==> config.mk <==
export PLATFORM = sky130hd
export DESIGN_NAME = start_sequencer
export DESIGN_NICKNAME = d
export VERILOG_FILES = /design/src/rtl/start_sequencer.sv
export SDC_FILE = /design/constraint.sdc
export NUM_CORES = 1
export LEC_CHECK = 0
export CAP_MARGIN = 20
export CORE_MARGIN = 2
export CORE_UTILIZATION = 35
export CTS_CLUSTER_SIZE = 24
export DETAILED_ROUTE_END_ITERATION = 16
export PLACE_DENSITY = 0.55
export SYNTH_ARGS = -nofsm -noshare
export SYNTH_HDL_FRONTEND = slang
export SYNTH_HIERARCHICAL = 1
export SYNTH_SLANG_ARGS = --single-unit
==> constraint.sdc <==
create_clock -name i_clk -period 7.8 [get_ports i_clk]
set_input_delay 2.34 -clock i_clk [delete_from_list [all_inputs] [get_ports i_clk]]
set_output_delay 2.34 -clock i_clk [all_outputs]
set_load 0.005 [all_outputs]
==> src/rtl/start_sequencer.sv <==
// Start sequencer for the busy-counter stage: queues single-cycle requests in a
// saturating pending count and releases them as guarded single-cycle start pulses.

module start_sequencer_checker (
  input logic clk,
  input logic reset,
  input logic start,
  input logic busy,
  input logic fire_state
);

  a_start_in_fire : assert property (@(posedge clk) disable iff (reset) start |-> fire_state);
  a_no_back2back  : assert property (@(posedge clk) disable iff (reset) start |=> !start);
  a_not_busy      : assert property (@(posedge clk) disable iff (reset) start |-> !busy);

endmodule

module start_sequencer #(
  parameter int          LGMAX = 3,
  parameter logic [15:0] GAP   = 16'd0
) (
  input  logic             i_clk,
  input  logic             i_reset,
  input  logic             i_request,
  input  logic             i_busy,
  input  logic             i_clear_overflow,
  output logic             o_start,
  output logic [LGMAX-1:0] o_pending,
  output logic             o_overflow
);

  typedef enum logic [1:0] {
    ST_IDLE = 2'd0,
    ST_FIRE = 2'd1,
    ST_WAIT = 2'd2
  } state_t;

  localparam logic [LGMAX-1:0] PEND_ZERO = {LGMAX{1'b0}};
  localparam logic [LGMAX-1:0] PEND_ONE  = LGMAX'(1'b1);
  localparam logic [LGMAX-1:0] PEND_MAX  = {LGMAX{1'b1}};

  state_t           state_r;
  state_t           state_nxt_s;
  logic [15:0]      gapcnt_r;
  logic [15:0]      gapcnt_nxt_s;
  logic [LGMAX-1:0] pending_r;
  logic [LGMAX-1:0] pending_nxt_s;
  logic             start_r;
  logic             overflow_r;
  logic             overflow_nxt_s;
  logic             work_s;
  logic             consume_s;
  logic             drop_s;

  assign work_s = (pending_r != PEND_ZERO) || i_request;

  // State, gap counter and registered outputs
  always_ff @(posedge i_clk) begin
    if (i_reset) begin
      state_r    <= ST_IDLE;
      gapcnt_r   <= 16'd0;
      pending_r  <= PEND_ZERO;
      start_r    <= 1'b0;
      overflow_r <= 1'b0;
    end else begin
      state_r    <= state_nxt_s;
      gapcnt_r   <= gapcnt_nxt_s;
      pending_r  <= pending_nxt_s;
      start_r    <= consume_s;
      overflow_r <= overflow_nxt_s;
    end
  end

  // Next-state decision; the guard gap is reloaded when downstream goes idle
  always_comb begin
    state_nxt_s  = state_r;
    gapcnt_nxt_s = gapcnt_r;
    case (state_r)
      ST_IDLE: begin
        if (gapcnt_r != 16'd0) begin
          gapcnt_nxt_s = gapcnt_r - 16'd1;
        end else if (!i_busy && work_s) begin
          state_nxt_s = ST_FIRE;
        end else begin
          state_nxt_s = ST_IDLE;
        end
      end
      ST_FIRE: state_nxt_s = ST_WAIT;
      ST_WAIT: begin
        if (!i_busy) begin
          state_nxt_s  = ST_IDLE;
          gapcnt_nxt_s = GAP;
        end else begin
          state_nxt_s = ST_WAIT;
        end
      end
      default: begin
        state_nxt_s  = ST_IDLE;
        gapcnt_nxt_s = 16'd0;
      end
    endcase
  end

  // Pending count and sticky overflow; a fire consumes one queued (or bypassed) request
  always_comb begin
    consume_s      = (state_r == ST_IDLE) && (state_nxt_s == ST_FIRE);
    drop_s         = i_request && !consume_s && (pending_r == PEND_MAX);
    pending_nxt_s  = pending_r;
    overflow_nxt_s = overflow_r;
    case ({i_request, consume_s})
      2'b10: begin
        if (drop_s) begin
          pending_nxt_s = pending_r;
        end else begin
          pending_nxt_s = pending_r + PEND_ONE;
        end
      end
      2'b01: begin
        if (pending_r == PEND_ZERO) begin
          pending_nxt_s = pending_r;
        end else begin
          pending_nxt_s = pending_r - PEND_ONE;
        end
      end
      default: pending_nxt_s = pending_r;
    endcase
    // Set wins over a simultaneous clear
    if (drop_s) begin
      overflow_nxt_s = 1'b1;
    end else if (i_clear_overflow) begin
      overflow_nxt_s = 1'b0;
    end else begin
      overflow_nxt_s = overflow_r;
    end
  end

  assign o_start    = start_r;
  assign o_pending  = pending_r;
  assign o_overflow = overflow_r;

  start_sequencer_checker u_chk (
    .clk        (i_clk),
    .reset      (i_reset),
    .start      (o_start),
    .busy       (i_busy),
    .fire_state (state_r == ST_FIRE)
  );

endmodule

# After elaboration in Yosys (flattened, before gate mapping)

Cells that the tools add are included.

Add/subtract/negate cells: 3
Equality and inequality tests: 10
Multiplexer cells: 12
Bitwise logic cells: 1
Reduce and logical (&&, ||, !) cells: 15

Operator list:

| operator                                                             | count |
|---|---|
| 16-bit case mux with 3 select lines                                  | 1 |
| 16-bit 2-to-1 mux                                                    | 2 |
| 16-bit nonzero test                                                  | 1 |
| 16-bit by 1-bit subtractor with 16-bit output, second input constant | 1 |
| 2-bit inequality test, second input constant                         | 4 |
| 2-bit by 1-bit == test with 1-bit output, second input constant      | 3 |
| 3-bit 2-to-1 mux                                                     | 2 |
| 2-bit case mux with 3 select lines                                   | 1 |
| 3-bit case mux with 2 select lines                                   | 1 |
| 3-bit AND reduction                                                  | 2 |
| 2-bit == test, second input constant                                 | 2 |
| 1-bit logical AND                                                    | 4 |
| 2-bit 2-to-1 mux                                                     | 2 |
| 2-bit nonzero test                                                   | 2 |
| 3-bit by 1-bit adder with 3-bit output, second input constant        | 1 |
| 3-bit == test, second input constant                                 | 1 |
| 3-bit logical NOT                                                    | 1 |
| 1-bit 2-to-1 mux                                                     | 3 |
| 3-bit nonzero test                                                   | 1 |
| 3-bit by 1-bit subtractor with 3-bit output, second input constant   | 1 |
| 1-bit logical NOT                                                    | 2 |
| 2-bit logical NOT                                                    | 1 |
| 1-bit logical OR                                                     | 1 |
| 1-bit inverter                                                       | 1 |

Bits in registers: 23
Input bits: 5
Word-level logic and storage cells: 46

# Logic depth before layout (Yosys ltp)

Depth after elaboration: 13
Gate-level depth with buffers: 15
Gate-level depth less buffers: 14

# Worst setup path after synthesis

Ideal clock, no wire load.

Path type: input to register
Start point: in i_request
End point: reg pending_r[2], in the netlist o_pending[2]
Arrival: 3.717 ns
Data required time: 7.672 ns
Path slack: 3.955 ns
Stages on the path: 11
Buffers on the path: 0
Cells stage by stage: inv_1 -> a211o_1 -> inv_1 -> ha_1 -> xor2_1 -> ha_1 -> a21oi_1 -> xnor2_1 -> nand3_1 -> xor2_1 -> nor2_1

Word-level cells in the longest chain between the ends: 12

Ends and longest elaborated chain:

| what                                       | line | source |
|---|---|---|
| start: declaration                         | 24   | `input logic i_request,` |
| 1-bit logical OR *                         | 55   | `assign work_s = (pending_r != PEND_ZERO) \|\| i_request;` |
| 1-bit logical AND *                        | 82   | `end else if (!i_busy && work_s) begin` |
| 1-bit 2-to-1 mux *                         | 82   |  |
| 2-bit 2-to-1 mux *                         | 80   | `if (gapcnt_r != 16'd0) begin` |
| 2-bit case mux with 3 select lines *       | 78   | `case (state_r)` |
| 2-bit by 1-bit == test with 1-bit output * | 106  | `consume_s = (state_r == ST_IDLE) && (state_nxt_s == ST_FIRE);` |
| 1-bit logical AND *                        | 106  |  |
| via consume_s                              | 52   | `logic consume_s;` |
| 1-bit logical NOT                          | 107  | `drop_s = i_request && !consume_s && (pending_r == PEND_MAX);` |
| 1-bit logical AND (2 in series)            | 107  |  |
| 2-bit inequality test (no source line)     | -    |  |
| 3-bit AND reduction (no source line)       | -    |  |
| end signal: assignment                     | 68   | `pending_r <= pending_nxt_s;` |
| end: declaration                           | 46   | `logic [LGMAX-1:0] pending_r;` |

Mark *: on every way through the listed nets, which the timed path passes. The rest lies on a longest branch.
A chain may end at the register's enable or synchronous reset.

# Worst setup path after layout

Ends and elaborated chain as after synthesis.

==> metrics.cfg <==
[status]
status=complete, no violations

[placement]
postPlaceCellArea_um2=1280
pre_cts_ws_ps=3330
dp_hpwl_mm=1.61
place_congestion=0.698
io_buffers=9

[global_route]
grt_usage=0.138
grt.met1_usage=0.169
grt_overflow=0
grt-busiest-layer=met2
grt_max_degree=16
grt_pass1_wl_mm=3.89
use_met2=0.231
met3_usage=0.0483
grt_pass1_vias=907
antenna_found_initial=0

[critical_path]
crit_type=in2reg
cp.required_ps=7990
crit_buf_inv=3
path_cells=clkdlybuf4s50_1 -> inv_1 -> a211o_1 -> inv_1 -> ha_1 -> xor2_1 -> ha_1 -> a21oi_1 -> xnor2_1 -> nand3_1 -> xor2_1 -> nor2_1
endpoint_kind=flip-flop
reg2regPathDepth=13
cp_slowest_cell=clkdlybuf4s50_1
r2r_slack_ps=4930
arrival_ps=4330
cpLargestDelayFamily=buffers and inverters
slowest_delay_ps=480
cp.depth=12
start_kind=primary input
worstPathMaxFanout=4

[floorplan]
die_area_um2=3770
ios=10
initial_utilization=0.371
core-area_um2=3100
row_count=20
die_w_um=61.4
die_h_um=61.4

[logic_synthesis]
synth_top_area_share=0.400
synth_fp_nets=142
synth_area_per_cell_um2=8.80
syn_inst=131
yosysSeqAreaShare=0.400
synthesis.area_um2=1150
synthDistinctLibCells=36
ys_ff_latch=23
synthTopCellsByCount=23 x dfxtp_1, 19 x nor2_1, 10 x xnor2_1, 9 x a21oi_1, 6 x ha_1
synth_top_area_cell=dfxtp_1
synth_area_leaders=dfxtp_1 40%, xnor2_1 7.6%, ha_1 6.5%
postSynth.asyncResetShare=0
yosys_warnings=6
yosys_most_used_dff=dfxtp_1
synth_edf_count=0
synth.most_common_cell=dfxtp_1

[clocking]
root_buffer=clkbuf_4
htreeDepth=1
postCtsSetupBuffers=0
cts.path.max_buffers=2
cts_buffers=3
clkTransAtPathRegs_ps=110
cts.sinks=23
clk_latency_ps=310
cts-resized-gates=0
cts_tree=done
cts_hold_buf=0

[detailed_routing]
routed_wl_mm=2.18
dr.first_iter.drc_count=23
ant_nets=0
routed_via_density=5.10
vias=939
wl_per_cell_um=11.9
remaining_drc_errors=0
first_pass_iters=4

[power]
p_per_area_nw_per_um2=440
leakagePower_nw=0.489
vdd_ir_drop_max_mv=0.133

[layout]
multi_input_area_um2=658
num_antenna_cells=0
seq_area_um2=460
finalNetCount=152
drive_above_1_share=0.0571
area.growth.synth_to_final_pct=13.6
fillers=333
design_area_um2=1310

[run]
drv_cap=0

[hold_path]
timing.hold.worst_path_depth=2
min_path_type=reg2reg

[timing]
worstMarginPinSlew_ps=483
layout_min_cycle_time_ps=4140
setup_viol=0
finalHoldViolCount=0
final.setup.worst_slack_ps=3660
setup-tns-final_ps=0
slew_violations=0
fmax_mhz=242
min_period_over_period=0.531
worst_clock_skew_ps=10.7
relSlewSlack=0.670
rsz0062_at_grt=false

==> worst paths after layout <==
| check | start | endpoint |
|---|---|---|
| setup / recovery | i_request | o_pending[2]$_SDFFE_PP0P_ |
| setup reg to reg | gapcnt_r[6]$_SDFFE_PP0P_ | o_pending[2]$_SDFFE_PP0P_ |
| hold / removal | o_overflow$_SDFFE_PP0P_ | o_overflow$_SDFFE_PP0P_ |
| hold reg to reg | o_overflow$_SDFFE_PP0P_ | o_overflow$_SDFFE_PP0P_ |
==> cells by family (layout without fill, tap and decap cells) <==
family | Yosys count | after routing | share of synthesized area
and+or+nand+nor | 54 | 54 | 0.260
AOI/OAI and AO/OA | 27 | 27 | 0.155
DFF | 23 | 23 | 0.400
xor gates and xnor gates | 12 | 12 | 0.0912
buffers and inverters | 9 | 18 | 0.0293
adders and majority gates | 6 | 6 | 0.0651
==> stage by stage <==
| step | power [mW] | hold slack (ps) | utilization | instances |
|---|---|---|---|---|
| final | 0.576 | 491 | 0.422 | 184 |
| after global routing | 0.635 | 509 | 0.422 | 184 |
| after CTS | 0.582 | 495 | 0.422 | 184 |
| after detailed placement | 0.525 | 474 | 0.413 | 180 |
| after global placement | 0.517 | 463 | 0.413 | 180 |
| after floorplan | 0.463 | 453 | - | 131 |
==> cell usage in the layout (no fill, tap or decap), types with 2 or more instances in the layout <==
| master | count |
|---|---|
| clkbuf_4 | 3 |
| xor2_1 | 2 |
| ha_1 | 6 |
| o32ai_1 | 2 |
| and3_1 | 2 |
| inv_1 | 5 |
| o21ai_0 | 2 |
| a31oi_1 | 2 |
| xnor2_1 | 10 |
| o31ai_1 | 3 |
| nand2b_1 | 3 |
| dfxtp_1 | 23 |
| a211oi_1 | 4 |
| nand3_1 | 5 |
| a21oi_1 | 9 |
| or4_1 | 2 |
| nor4_1 | 3 |
| a21o_1 | 2 |
| nand2_1 | 4 |
| clkdlybuf4s50_1 | 9 |
| nand4_1 | 3 |
| nor2_1 | 19 |
| nor3_1 | 2 |
==> area by class of cell <==
class / count / share of cell area
inverters: 5 / 0.0143
clock buffers: 4 / 0.0201
repair buffers: 9 / 0.0688
multi-input cells: 99 / 0.503
flip-flops and latches: 23 / 0.352
well taps: 44 / 0.0421
==> routing by layer <==
layer | vias to the layer above | wire, um
met5 | - | 0
met4 | 0 | 20
met3 | 2 | 80
met2 | 14 | 1030
met1 | 426 | 1060
li1 | 497 | -
==> power breakdown <==
group / switching (mW) / internal [mW]
combinational: 0.172 / 0.149
clock: 0.0346 / 0.0199
sequential: 0.0410 / 0.159
total: 0.248 / 0.328
==> state kept, by name, indices dropped and copies added (netlist names) <==
signal      flops
gapcnt_r       16
o_pending       3
state_r         2
o_overflow      1
o_start         1
==> worst min-delay path, cell delays in order, from the launching register on <==
cell	delay, ps
dfxtp_1	330
nand2b_1	60
a21oi_1	60
No activity file was read; power rests on OpenSTA's default activity.
